$ cat config.mk
export PLATFORM = sky130hd
export DESIGN_NAME = pipe_stage_buffer
export DESIGN_NICKNAME = d
export VERILOG_FILES = /design/src/rtl/pipe_pkg.sv /design/src/rtl/pipe_perf_counter.sv /design/src/rtl/pipe_stage_buffer.sv
export SDC_FILE = /design/constraint.sdc
export NUM_CORES = 1
export LEC_CHECK = 0
export CORE_UTILIZATION = 38
export DETAILED_ROUTE_END_ITERATION = 16
export HOLD_SLACK_MARGIN = 0.08
export PLACE_DENSITY = 0.71
export SYNTH_ARGS = -nofsm -noshare
export SYNTH_HDL_FRONTEND = slang
export SYNTH_HIERARCHICAL = 1
export SYNTH_SLANG_ARGS = --single-unit
$ cat constraint.sdc
create_clock -name i_CLK -period 2.3 [get_ports i_CLK]
set_input_delay 0.575 -clock i_CLK [delete_from_list [all_inputs] [get_ports i_CLK]]
set_output_delay 0.575 -clock i_CLK [all_outputs]
set_load 0.03 [all_outputs]
$ cat src/rtl/pipe_pkg.sv
// Shared definitions for the elastic pipeline stage registers: state encoding,
// default widths and the per-boundary control bundle widths.
package pipe_pkg;

    typedef enum logic [1:0] {
        ST_EMPTY = 2'b00,
        ST_ONE   = 2'b01,
        ST_FULL  = 2'b11
    } pipe_state_e;

    localparam int unsigned PIPE_DATA_WIDTH  = 64;
    localparam int unsigned PIPE_CTRL_WIDTH  = 8;
    localparam int unsigned PIPE_COUNT_WIDTH = 16;

    localparam int unsigned FD_CTRL_WIDTH = 1;
    localparam int unsigned DE_CTRL_WIDTH = 10;
    localparam int unsigned EM_CTRL_WIDTH = 4;
    localparam int unsigned MW_CTRL_WIDTH = 2;

endpackage

$ cat src/rtl/pipe_perf_counter.sv
// Saturating event counter with increment enable; cleared only by reset.
module pipe_perf_counter #(
    parameter int unsigned WIDTH = 16
) (
    input  logic             i_CLK,
    input  logic             i_RST,
    input  logic             i_En,
    output logic [WIDTH-1:0] o_Count
);

    localparam logic [WIDTH-1:0] INC = WIDTH'(1);

    logic [WIDTH-1:0] count_q;
    logic [WIDTH-1:0] count_d;

    always_comb begin
        count_d = count_q;
        if (i_En && (count_q != '1)) begin
            count_d = count_q + INC;
        end
    end

    always_ff @(posedge i_CLK or negedge i_RST) begin
        if (!i_RST) begin
            count_q <= '0;
        end else begin
            count_q <= count_d;
        end
    end

    assign o_Count = count_q;

endmodule

$ cat src/rtl/pipe_stage_buffer.sv
// Elastic pipeline stage register with a 2-entry skid buffer and synchronous flush.
// Define PIPE_STAGE_PERF_EN to add the stall/bubble performance counters.
module pipe_stage_buffer
    import pipe_pkg::*;
#(
    parameter int unsigned DATA_WIDTH  = PIPE_DATA_WIDTH,
    parameter int unsigned CTRL_WIDTH  = PIPE_CTRL_WIDTH
`ifdef PIPE_STAGE_PERF_EN
    ,
    parameter int unsigned COUNT_WIDTH = PIPE_COUNT_WIDTH
`endif
) (
    input  logic                   i_CLK,
    input  logic                   i_RST,
    input  logic                   i_CLR,
    input  logic                   i_Valid,
    output logic                   o_Ready,
    input  logic [DATA_WIDTH-1:0]  i_Data,
    input  logic [CTRL_WIDTH-1:0]  i_Ctrl,
    output logic                   o_Valid,
    input  logic                   i_Ready,
    output logic [DATA_WIDTH-1:0]  o_Data,
    output logic [CTRL_WIDTH-1:0]  o_Ctrl
`ifdef PIPE_STAGE_PERF_EN
    ,
    output logic [COUNT_WIDTH-1:0] o_StallCnt,
    output logic [COUNT_WIDTH-1:0] o_BubbleCnt
`endif
);

    pipe_state_e           state_q,     state_d;
    logic [DATA_WIDTH-1:0] main_data_q, main_data_d;
    logic [CTRL_WIDTH-1:0] main_ctrl_q, main_ctrl_d;
    logic [DATA_WIDTH-1:0] skid_data_q, skid_data_d;
    logic [CTRL_WIDTH-1:0] skid_ctrl_q, skid_ctrl_d;

    logic accept;
    logic send;

    // The state encoding makes valid and ready single flop bits, so neither
    // depends combinationally on i_Ready.
    assign o_Valid = state_q[0];
    assign o_Ready = ~state_q[1];

    assign accept = i_Valid & o_Ready;
    assign send   = o_Valid & i_Ready;

    always_comb begin
        state_d     = state_q;
        main_data_d = main_data_q;
        main_ctrl_d = main_ctrl_q;
        skid_data_d = skid_data_q;
        skid_ctrl_d = skid_ctrl_q;

        unique case (state_q)
            ST_EMPTY: begin
                if (accept) begin
                    state_d     = ST_ONE;
                    main_data_d = i_Data;
                    main_ctrl_d = i_Ctrl;
                end
            end
            ST_ONE: begin
                if (accept && send) begin
                    main_data_d = i_Data;
                    main_ctrl_d = i_Ctrl;
                end else if (accept) begin
                    state_d     = ST_FULL;
                    skid_data_d = i_Data;
                    skid_ctrl_d = i_Ctrl;
                end else if (send) begin
                    // Draining to EMPTY leaves a bubble, so control goes to zero.
                    state_d     = ST_EMPTY;
                    main_ctrl_d = '0;
                end
            end
            ST_FULL: begin
                if (send) begin
                    state_d     = ST_ONE;
                    main_data_d = skid_data_q;
                    main_ctrl_d = skid_ctrl_q;
                end
            end
            default: begin
                state_d     = ST_EMPTY;
                main_ctrl_d = '0;
                skid_ctrl_d = '0;
            end
        endcase

        if (i_CLR) begin
            state_d     = ST_EMPTY;
            main_data_d = main_data_q;
            main_ctrl_d = '0;
            skid_data_d = skid_data_q;
            skid_ctrl_d = '0;
        end
    end

    always_ff @(posedge i_CLK or negedge i_RST) begin
        if (!i_RST) begin
            state_q     <= ST_EMPTY;
            main_data_q <= '0;
            main_ctrl_q <= '0;
            skid_data_q <= '0;
            skid_ctrl_q <= '0;
        end else begin
            state_q     <= state_d;
            main_data_q <= main_data_d;
            main_ctrl_q <= main_ctrl_d;
            skid_data_q <= skid_data_d;
            skid_ctrl_q <= skid_ctrl_d;
        end
    end

    assign o_Data = main_data_q;
    assign o_Ctrl = main_ctrl_q;

`ifdef PIPE_STAGE_PERF_EN
    pipe_perf_counter #(
        .WIDTH (COUNT_WIDTH)
    ) u_stall_cnt (
        .i_CLK   (i_CLK),
        .i_RST   (i_RST),
        .i_En    (o_Valid & ~i_Ready),
        .o_Count (o_StallCnt)
    );

    pipe_perf_counter #(
        .WIDTH (COUNT_WIDTH)
    ) u_bubble_cnt (
        .i_CLK   (i_CLK),
        .i_RST   (i_RST),
        .i_En    (~o_Valid & i_Ready),
        .o_Count (o_BubbleCnt)
    );
`endif

endmodule

==> impl_table.tex <==
\begin{tabular}{lr}
\hline
Metric & Value \\
\hline
\multicolumn{2}{l}{\textbf{Logic synthesis}} \\
Number of warning messages in the yosys log & 6 \\
Top cell type's share of synthesized area & 54.5\% \\
Synth Area per Inst & 15.5 µm² \\
Leading post-synthesis cells by cell area & dfrtp\_1, mux2\_2, mux2\_4 \\
Async SR Flop Fraction & 100\% \\
Most used flip-flop cell after synthesis & dfrtp\_1 \\
Net count of the mapped netlist & 515 \\
Synth unique cells & 32 \\
Post-Synthesis Cells & 434 \\
Post-synthesis sequential element count & 146 \\
Area leader, netlist & dfrtp\_1 \\
Post-synth EDFFs & 0 \\
Post-Synthesis Cell Area & 6710 µm² \\
Fraction of the yosys area taken by sequential cells & 54.5\% \\
\multicolumn{2}{l}{\textbf{Global route}} \\
Global-route wire length before repair & 24000 µm \\
Number of antenna violations at the first check in global routing & 0 \\
Gr usage total & 17.2\% \\
Sum of overflow across all layers after global routing & 0 \\
Maximum number of pins on one net before global-route repair & 55 \\
Via count of the first global-routing pass & 4564 \\
\multicolumn{2}{l}{\textbf{Final layout}} \\
FF+latch area & 3650 µm² \\
Layout filler cell count & 1411 \\
Share of layout cells above drive strength 1 & 40.3\% \\
Area added between synthesis and finish & 36.9\% \\
Area of the multi-input gates & 2890 µm² \\
Post-route insts no fill & 830 \\
Count of inserted antenna diode cells & 0 \\
Post-layout util & 53.1\% \\
Layout net count & 673 \\
\multicolumn{2}{l}{\textbf{Critical path}} \\
Worst-path fanout max & 11 \\
Reg2Reg Setup Slack & 0.22 ns \\
Critical path depth in cells & 7 \\
Setup crit start kind & flip-flop \\
Crit path max-delay cell type & dfrtp\_1 \\
Start-to-end type of the worst setup path & flip-flop to flip-flop \\
Data arrival time of the critical path & 2.41 ns \\
Buffer and inverter count on the worst path & 2 \\
Worst R2R Path Depth & 7 \\
Maximum cell stage delay along the critical path & 0.48 ns \\
Worst path cell trace & inv\_1 -> ha\_1 -> buf\_4 -> a2bb2oi\_1 -> a21oi\_1 -> nor2\_1 -> o2bb2ai\_1 \\
Setup crit end kind & flip-flop \\
Cell family with most CP delay & compound AO/OA/AOI/OAI gates \\
Reg2reg start & state\_q[1] \\
Endpoint of the most critical register-to-register path & o\_Ctrl[2] \\
Required @ worst endpoint & 2.63 ns \\
\multicolumn{2}{l}{\textbf{Placed design}} \\
HPWL reported at the end of detailed placement & 10000 µm \\
Placed Instances & 798 \\
I/O Buffers & 150 \\
Weighted congestion at the end of routability-driven global placement & 0.979 \\
\multicolumn{2}{l}{\textbf{Clock network}} \\
Number of hold buffers added after cts & 0 \\
Clock tree from TritonCTS & done \\
Number of sinks handled by clock tree synthesis & 146 \\
Setup fix buffers added after clock tree synthesis & 0 \\
Clock transition at path regs & 0.06 ns \\
Worst-case clock buffer depth & 2 \\
H-Tree Depth & 4 \\
Clk Latency, worst-skew pair & 0.41 ns \\
Clock Tree Root & clkbuf\_16 \\
Number of CTS-inserted buffers & 17 \\
\multicolumn{2}{l}{\textbf{Power}} \\
Static Leakage & 0.00395 µW \\
Clock share of power & 23.5\% \\
Worst-case vdd ir drop & 0.000744 V \\
Cell internal pwr & 8670 µW \\
Combinational Power Share & 42.1\% \\
Power density over the cells & 1420 nW/µm² \\
Sequential fraction of design power & 34.4\% \\
Switching power total & 4330 µW \\
Switching portion of total power & 33.3\% \\
\multicolumn{2}{l}{\textbf{Route}} \\
Routed via count & 4153 \\
Routed wire length & 14500 µm \\
Remaining design rule violation count & 0 \\
Length of the first detailed-routing pass in iterations & 4 \\
Ratio of routed vias to standard cells & 5.00 \\
Average wire per standard cell & 17.5 µm \\
Detailed Route Iter0 Violations & 126 \\
Remaining antenna violation count & 0 \\
\multicolumn{2}{l}{\textbf{Status}} \\
Outcome & complete, no violations \\
\multicolumn{2}{l}{\textbf{Floorplanning}} \\
Die width & 135 µm \\
Die Footprint & 18200 µm² \\
Row count & 48 \\
Die span in y & 135 µm \\
Initial Util & 38.8\% \\
Std-Cell Core Area & 17300 µm² \\
Total I/O pin count & 151 \\
\multicolumn{2}{l}{\textbf{STA}} \\
Slew Limit Fails & 0 \\
RSZ-0062 raised after global routing & no \\
Number of endpoints with negative hold slack in the final report & 0 \\
Total negative slack for setup checks & 0 ns \\
Maximum achievable frequency & 481 MHz \\
Setup violations, final & 0 \\
Slew at the pin closest to its max-slew limit & 0.589 ns \\
Worst-case hold slack & 0.0950 ns \\
Fin crit share & 90.5\% \\
Max transition margin & 60.6\% \\
Minimum clock period & 2.08 ns \\
Clock Skew & 0.00695 ns \\
\multicolumn{2}{l}{\textbf{Min path}} \\
Path type of the worst min-delay path & input port to asynchronous set/reset pin \\
\multicolumn{2}{l}{\textbf{Job}} \\
Maximum capacitance violations & 0 \\
\hline
\end{tabular}
## final cells by class
cell class	instances	share of cell area [%]
sequential	146	39.8
multi-input combinational	260	31.5
timing repair buffer	163	18.4
clock buffer	20	4.97
tap	225	3.07
clock inverter	12	2.19
inverter	4	0.163
## synthesized netlist by cell type (all sizes together), types with 3 or more instances
master / count
o21ai: 10
ha: 4
buf: 22
a21oi: 12
mux2: 192
o2bb2ai: 8
nor2: 3
nand4: 8
a22oi: 9
dfrtp: 146
inv: 4
## cells in the final DEF, fill, tap and decap left out, drive strengths merged
cell type / n
clkinvlp: 2
or4b: 1
o31ai: 1
a211o: 1
nand3b: 1
a2bb2oi: 1
clkdlybuf4s50: 147
a21oi: 12
a22oi: 9
clkbuf: 20
nand4: 8
o21ai: 10
dfrtp: 146
bufinv: 5
nand3: 1
dlygate4sd2: 2
o21bai: 1
o2bb2ai: 8
nand2b: 2
buf: 14
nor3b: 1
nand2: 2
nor2: 3
mux2: 192
nor2b: 1
mux2i: 1
ha: 4
clkinv: 3
inv: 6
## flip-flops by register name (all words and copies together), names as in the netlist
register     flops
o_Ctrl           8
o_Data          64
skid_ctrl_q      8
skid_data_q     64
state_q          2
## worst max path at each step
| stage | to | slack [ns] | start |
|---|---|---|---|
| global placement | skid_data_q[26] | -0.06 | i_Valid |
| finish | o_Ctrl[2] | 0.22 | state_q[1] |
| floorplan | o_Data[52] | 0.23 | state_q[0] |
| detailed placement | skid_data_q[53] | -0.08 | i_Valid |
| global route | o_Ctrl[7] | 0.07 | state_q[0] |
| CTS | o_Data[49] | 0.21 | o_Data[49] |
## routing by layer
metal / track usage (%) / share of wire, % / vias up
met2: 27.4 / 48 / 113
met1: 22.5 / 46 / 2117
met3: 4.54 / 4.5 / 12
li1: - / - / 1911
met4: 5.87 / 1.4 / 0
met5: 0 / 0 / -
## cell families (layout without fill, tap and decap cells)
kind of cell	after synthesis	count (layout)	share of synthesized area, %
flops	146	146	54.5
fa+ha+maj	4	4	0.746
compound gates	43	43	4.25
mux	193	193	35.7
simple gates	20	20	2.09
buf+inv	28	199	2.72
## power by group through the flow
| stage | combinational (µW) | clock (µW) | sequential [µW] |
|---|---|---|---|
| 5_1_grt | 5790 | 3240 | 4620 |
| 3_3_place_gp | 5410 | 0 | 4430 |
| 2_1_floorplan | 2380 | 0 | 5570 |
| 3_5_place_dp | 5540 | 0 | 4490 |
| 6_report | 5480 | 3050 | 4470 |
| 4_1_cts | 5540 | 3130 | 4480 |
## what timing repair did
item,in CTS,in global routing
gates resized for setup,2,0
endpoints found under the hold margin,0,0
endpoints found under the setup margin,2,0
## stage by stage
step                power, µW  cell area (µm²)  worst slack, ns
finish                  13000             9180            0.220
global route            13600             9180           0.0723
CTS                     13100             9180            0.212
detailed placement      10000             8530          -0.0822
global placement         9840             8530          -0.0620
floorplan                7960             6710            0.230
Power figures use the tool's default switching activity.
